File: config.mk
export PLATFORM = sky130hd
export DESIGN_NAME = pe_vec_mac
export DESIGN_NICKNAME = d
export VERILOG_FILES = /design/src/rtl/pe_pkg.sv /design/src/rtl/pe_dot_lanes.sv /design/src/rtl/pe_vec_mac.sv
export SDC_FILE = /design/constraint.sdc
export NUM_CORES = 1
export LEC_CHECK = 0
export ABC_AREA = 1
export CAP_MARGIN = 10
export CORE_UTILIZATION = 60
export DETAILED_ROUTE_END_ITERATION = 12
export PLACE_DENSITY = 0.92
export SLEW_MARGIN = 25
export SYNTH_ARGS = -nofsm -noshare
export SYNTH_HDL_FRONTEND = slang
export SYNTH_SLANG_ARGS = --single-unit
File: constraint.sdc
create_clock -name clk -period 22.5 [get_ports clk]
set_input_delay 4.5 -clock clk [delete_from_list [all_inputs] [get_ports clk]]
set_output_delay 4.5 -clock clk [all_outputs]
set_load 0.05 [all_outputs]
File: src/rtl/pe_pkg.sv
`default_nettype none
// ============================================================================
// Module   : pe_pkg
// Brief    : Shared widths and saturation bounds for the vector MAC PE.
// Revision : 1.0  initial release
// ============================================================================
package pe_pkg;

    function automatic int clog2(input int n);
        int r;
        r = 0;
        while ((1 << r) < n) begin
            r = r + 1;
        end
        return r;
    endfunction

    // Full-precision width of a LANES-term signed dot product.
    function automatic int dot_width(input int bitwidth, input int lanes);
        return 2 * bitwidth + clog2(lanes);
    endfunction

    // Bounds are returned sign-extended to 64 bits; callers keep the low bits.
    function automatic logic signed [63:0] sat_max(input int w);
        return (64'sd1 <<< (w - 1)) - 64'sd1;
    endfunction

    function automatic logic signed [63:0] sat_min(input int w);
        return -(64'sd1 <<< (w - 1));
    endfunction

endpackage : pe_pkg
`default_nettype wire

File: src/rtl/pe_dot_lanes.sv
`default_nettype none
// ============================================================================
// Module   : pe_dot_lanes
// Brief    : Combinational LANES-wide signed multiply and reduction.
// Revision : 1.0  initial release
// ============================================================================
module pe_dot_lanes
    import pe_pkg::*;
#(
    parameter int BITWIDTH = 8,
    parameter int LANES    = 4,
    parameter int DOT_W    = 18
) (
    input  logic [LANES*BITWIDTH-1:0] i_a,
    input  logic [LANES*BITWIDTH-1:0] i_b,
    output logic [DOT_W-1:0]          o_dot
);

    localparam int c_PW = 2 * BITWIDTH;

    logic [DOT_W-1:0] w_term [LANES];
    logic [DOT_W-1:0] w_sum;

    generate
        for (genvar g = 0; g < LANES; g++) begin : g_lane
            logic signed [c_PW-1:0] w_a_ext;
            logic signed [c_PW-1:0] w_b_ext;
            logic signed [c_PW-1:0] w_prod;

            // Operands are widened first so the product is exact in c_PW bits.
            assign w_a_ext = {{BITWIDTH{i_a[g*BITWIDTH+BITWIDTH-1]}}, i_a[g*BITWIDTH +: BITWIDTH]};
            assign w_b_ext = {{BITWIDTH{i_b[g*BITWIDTH+BITWIDTH-1]}}, i_b[g*BITWIDTH +: BITWIDTH]};
            assign w_prod  = w_a_ext * w_b_ext;

            if (DOT_W > c_PW) begin : g_ext
                assign w_term[g] = {{(DOT_W-c_PW){w_prod[c_PW-1]}}, w_prod};
            end else begin : g_noext
                assign w_term[g] = w_prod;
            end
        end
    endgenerate

    always_comb begin
        w_sum = '0;
        for (int i = 0; i < LANES; i++) begin
            w_sum = w_sum + w_term[i];
        end
    end

    assign o_dot = w_sum;

endmodule : pe_dot_lanes
`default_nettype wire

File: src/rtl/pe_vec_mac.sv
`default_nettype none
// ============================================================================
// Module   : pe_vec_mac
// Brief    : Systolic PE: forwards operands, dot product stage, tile accumulator.
// Revision : 1.0  initial release
// ============================================================================
module pe_vec_mac
    import pe_pkg::*;
#(
    parameter int BITWIDTH  = 8,
    parameter int LANES     = 4,
    parameter int ACC_WIDTH = 24,
    parameter int SATURATE  = 1
) (
    input  logic                      clk,
    input  logic                      rst,
    input  logic                      en,
    input  logic                      in_valid,
    input  logic                      in_first,
    input  logic                      in_last,
    input  logic [LANES*BITWIDTH-1:0] in_a,
    input  logic [LANES*BITWIDTH-1:0] in_b,
    output logic [LANES*BITWIDTH-1:0] out_a,
    output logic [LANES*BITWIDTH-1:0] out_b,
    output logic                      out_valid,
    output logic                      out_first,
    output logic                      out_last,
    output logic [ACC_WIDTH-1:0]      result,
    output logic                      result_valid,
    output logic                      overflow
);

    localparam int c_DOT_W = dot_width(BITWIDTH, LANES);
    localparam logic [63:0] c_SAT_MAX64 = sat_max(ACC_WIDTH);
    localparam logic [63:0] c_SAT_MIN64 = sat_min(ACC_WIDTH);
    localparam logic [ACC_WIDTH-1:0] c_SAT_MAX = c_SAT_MAX64[ACC_WIDTH-1:0];
    localparam logic [ACC_WIDTH-1:0] c_SAT_MIN = c_SAT_MIN64[ACC_WIDTH-1:0];

    generate
        if (ACC_WIDTH < c_DOT_W) begin : g_bad_acc_width
            $error("pe_vec_mac: ACC_WIDTH smaller than the dot-product width");
        end
    endgenerate

    logic [LANES*BITWIDTH-1:0] r_out_a;
    logic [LANES*BITWIDTH-1:0] r_out_b;
    logic                      r_out_valid;
    logic                      r_out_first;
    logic                      r_out_last;

    logic [c_DOT_W-1:0]        r_s1_dot;
    logic                      r_s1_valid;
    logic                      r_s1_first;
    logic                      r_s1_last;

    logic [ACC_WIDTH-1:0]      r_acc;
    logic                      r_ovf;
    logic [ACC_WIDTH-1:0]      r_result;
    logic                      r_result_valid;
    logic                      r_overflow;

    logic [c_DOT_W-1:0]        w_dot;
    logic [ACC_WIDTH-1:0]      w_base;
    logic [ACC_WIDTH:0]        w_dot_ext;
    logic [ACC_WIDTH:0]        w_sum;
    logic                      w_oor;
    logic [ACC_WIDTH-1:0]      w_acc_next;
    logic                      w_ovf_next;
    logic                      w_publish;

    pe_dot_lanes #(
        .BITWIDTH (BITWIDTH),
        .LANES    (LANES),
        .DOT_W    (c_DOT_W)
    ) u_dot (
        .i_a   (in_a),
        .i_b   (in_b),
        .o_dot (w_dot)
    );

    // Sum is one bit wider than the accumulator so the top two bits expose overflow.
    assign w_base    = r_s1_first ? '0 : r_acc;
    assign w_dot_ext = {{(ACC_WIDTH+1-c_DOT_W){r_s1_dot[c_DOT_W-1]}}, r_s1_dot};
    assign w_sum     = {w_base[ACC_WIDTH-1], w_base} + w_dot_ext;
    assign w_oor     = w_sum[ACC_WIDTH] ^ w_sum[ACC_WIDTH-1];

    always_comb begin
        w_acc_next = w_sum[ACC_WIDTH-1:0];
        if (w_oor && (SATURATE != 0)) begin
            w_acc_next = w_sum[ACC_WIDTH] ? c_SAT_MIN : c_SAT_MAX;
        end
    end

    assign w_ovf_next = (r_s1_first ? 1'b0 : r_ovf) | w_oor;
    assign w_publish  = r_s1_valid & r_s1_last;

    always_ff @(posedge clk) begin
        if (rst) begin
            r_out_a        <= '0;
            r_out_b        <= '0;
            r_out_valid    <= 1'b0;
            r_out_first    <= 1'b0;
            r_out_last     <= 1'b0;
            r_s1_dot       <= '0;
            r_s1_valid     <= 1'b0;
            r_s1_first     <= 1'b0;
            r_s1_last      <= 1'b0;
            r_acc          <= '0;
            r_ovf          <= 1'b0;
            r_result       <= '0;
            r_result_valid <= 1'b0;
            r_overflow     <= 1'b0;
        end else if (en) begin
            r_out_a     <= in_a;
            r_out_b     <= in_b;
            r_out_valid <= in_valid;
            r_out_first <= in_first;
            r_out_last  <= in_last;

            r_s1_valid  <= in_valid;
            if (in_valid) begin
                r_s1_dot   <= w_dot;
                r_s1_first <= in_first;
                r_s1_last  <= in_last;
            end

            if (r_s1_valid) begin
                r_acc <= w_acc_next;
                r_ovf <= w_ovf_next;
            end

            r_result_valid <= w_publish;
            if (w_publish) begin
                r_result   <= w_acc_next;
                r_overflow <= w_ovf_next;
            end
        end
    end

    assign out_a        = r_out_a;
    assign out_b        = r_out_b;
    assign out_valid    = r_out_valid;
    assign out_first    = r_out_first;
    assign out_last     = r_out_last;
    assign result       = r_result;
    assign result_valid = r_result_valid;
    assign overflow     = r_overflow;

endmodule : pe_vec_mac
`default_nettype wire
==> metrics.txt <==
Initial Util 61.6%; RSZ-0062 raised after global routing no; Post-synth EDFFs 0; Die Area 32400 um2; CTS tree yes; worst path buffer plus inverter count 6; Avg Cell Area, Syn 7.38 um2; GR met1 Demand/Resource 37.5%; setup violators final 0; Critical Path Source Type input pin; Final HPWL DP 38000 um; total setup buffers inserted after CTS 0; setup TNS 0 ns; Top Family by Delay on Critical Path adder cells; most frequent cell after synthesis inv_1; Post-Syn Area 19000 um2; first-pass GRT wire length 82900 um; top cell type's share of synthesized area 28.6%; core area 30900 um2; largest net degree at the start of global routing 84; met2 Use GR 56.3%; ANT cells 0; Hold Violations, Final 0; grt ovf 0; r2r setup slk 19.08 ns; status finished clean; Area contributors post-synth fa_1 (29%), dfxtp_1 (15%), inv_1 (13%), ha_1 (9.9%), nand2_1 (9.4%); Sequential Area 2760 um2; DRC errors left 0; Die Y 180 um; CP max stage cell fa_1; Slew Limit Fails 0; gpl congestion 0.958; Critical Path RT 22.86 ns; area occupied by multi-input gates 13200 um2; final net count 3147; Yosys top cell by area fa_1; non-filler cells, final 3063; vias in the first global route 17700; Net Count, Synth 3071; Yosys cell types 46; Pre-antenna DRT Iters 6; TritonCTS Buffers 17; vias per cell 5.43; final hold slack 0.464 ns; H-Tree Depth 4; crit path from in_b[7]; sequential element share of the synthesized area 14.5%; clock period minus worst slack 11.76 ns; M3 GR Usage 5.78%; FFs w/ async S/R, synth 0%; GR peak layer met2; cell mode on critical path fa_1; Cells after Synth 2578; r2r worst-path depth 17; worst-skew pair later-pin latency 0.47 ns; max-cap violations 0; clock transition at the registers of the reported paths 0.07 ns; Crit Path Class in -> reg; Reg2Reg Launch Point r_s1_first; prevailing post-synth register cell dfxtp_1; Sink Count 138; Antenna Nets Post-Route 0; share of cells above drive strength 1 3.82%; drt total wl 49300 um; number of cell rows 64; Critical Path End Type flip-flop; worst-case clock buffer depth 2; register bit total from synthesis 138; initial antenna violation count 0; Slew HR 31.4%; Synth top cells by count inv_1 (673), nand2_1 (478), fa_1 (272); Clock Skew 0.0151 ns; synthesis-to-finish area growth 11.9%; CP Depth 28; Slew @ Worst Pin 1.03 ns; RR Endpoint r_acc[14]; CTS-repair resized insts 0; port bufs 162; global-route usage over all layers 31.9%; Die Width 180 um; slowest stage delay, CP 0.56 ns; critical path arrival 12.12 ns; IO Pins 163; Layout fillers 2300; CTS root buf clkbuf_16; Hold Path Class reg -> reg; Syn. warnings 0; Critical Path Fanout Max 10; placed cells 3031; Achievable Freq 0.0850 GHz; WL/cell 16.1 um; final period utilization 52.3%; DR vias 16600; Critical Path End r_s1_dot[13]; hold_buf cts 0; Initial DRC Count 1271
cells in the final DEF (no fill, tap or decap), drive strengths merged, types with 19 or more instances in the layout:
cell	n
ha	151
nor2	238
o21a	23
xnor2	30
nand3	90
inv	683
o21ai	110
dfxtp	138
xor2	47
or2	19
nand2	502
clkbuf	19
clkdlybuf4s50	161
fa	272
a21oi	115
metrics by stage:
step           util [%]  worst slack (ns)  cell area [um2]
2_1_floorplan         -             11.48            19000
3_3_place_gp       66.9             10.52            20700
3_5_place_dp       66.9             10.32            20700
4_1_cts            68.9             10.83            21300
5_1_grt            68.9             10.31            21300
6_report           68.9             10.74            21300
sequential cells by signal (all words and copies together) (netlist names), 18 cells and up:
register  count
out_a        32
out_b        32
r_acc        24
r_s1_dot     18
result       24
per-layer routing:
layer  share of wire (%)  up-vias  wire, um
li1                    -     7734         -
met1                  39     7971     19100
met2                  50      737     24500
met3                 7.3      194      3590
met4                 4.4        0      2150
met5                   0        -         0
logic make-up (layout without fill, tap and decap cells):
family	Yosys count	count (layout)	share of synthesized area, %
simple gates	872	872	19.2
buf+inv	791	880	16.0
fa+ha+maj	423	423	38.5
compound gates	276	276	8.02
flops	138	138	14.5
xor+xnor	78	78	3.66
area by class of cell:
cell class                 count  share of cell area [%]
clock buffer                  19                    2.13
clock inverter                13                   0.740
inverter                     681                    12.0
multi-input combinational   1649                    62.1
sequential                   138                    13.0
tap                          396                    2.33
timing repair buffer         167                    7.77
worst min-delay path by stage:
| stage | start | to | slack [ns] | cells after the start |
|---|---|---|---|---|
| global placement | out_last | out_last | 0.45 | 2 |
| CTS | out_last | out_last | 0.47 | 2 |
| global route | out_last | out_last | 0.50 | 2 |
| floorplan | r_s1_dot[8] | r_s1_dot[8] | 0.45 | 2 |
| finish | out_last | out_last | 0.46 | 2 |
| detailed placement | out_last | out_last | 0.46 | 2 |
worst reg2reg max path, cell delays in order (launching register included):
cell and delay (ns):
dfxtp_1 1.00, nor2_1 0.14, ha_1 0.28, inv_1 0.09, fa_1 0.20, inv_1 0.08, nand3_1 0.08, nand2_2 0.09
nand2_1 0.11, nand2_2 0.10, nand2_1 0.12, nand4_2 0.13, nand2_4 0.15, nand2_4 0.26, nand2_1 0.23, nand3_1 0.10
nand2_1 0.10, inv_1 0.04
Power is left out: the tool's default activity adds up to more than one toggle a clock period on the data nets, which glitch-free logic cannot reach.
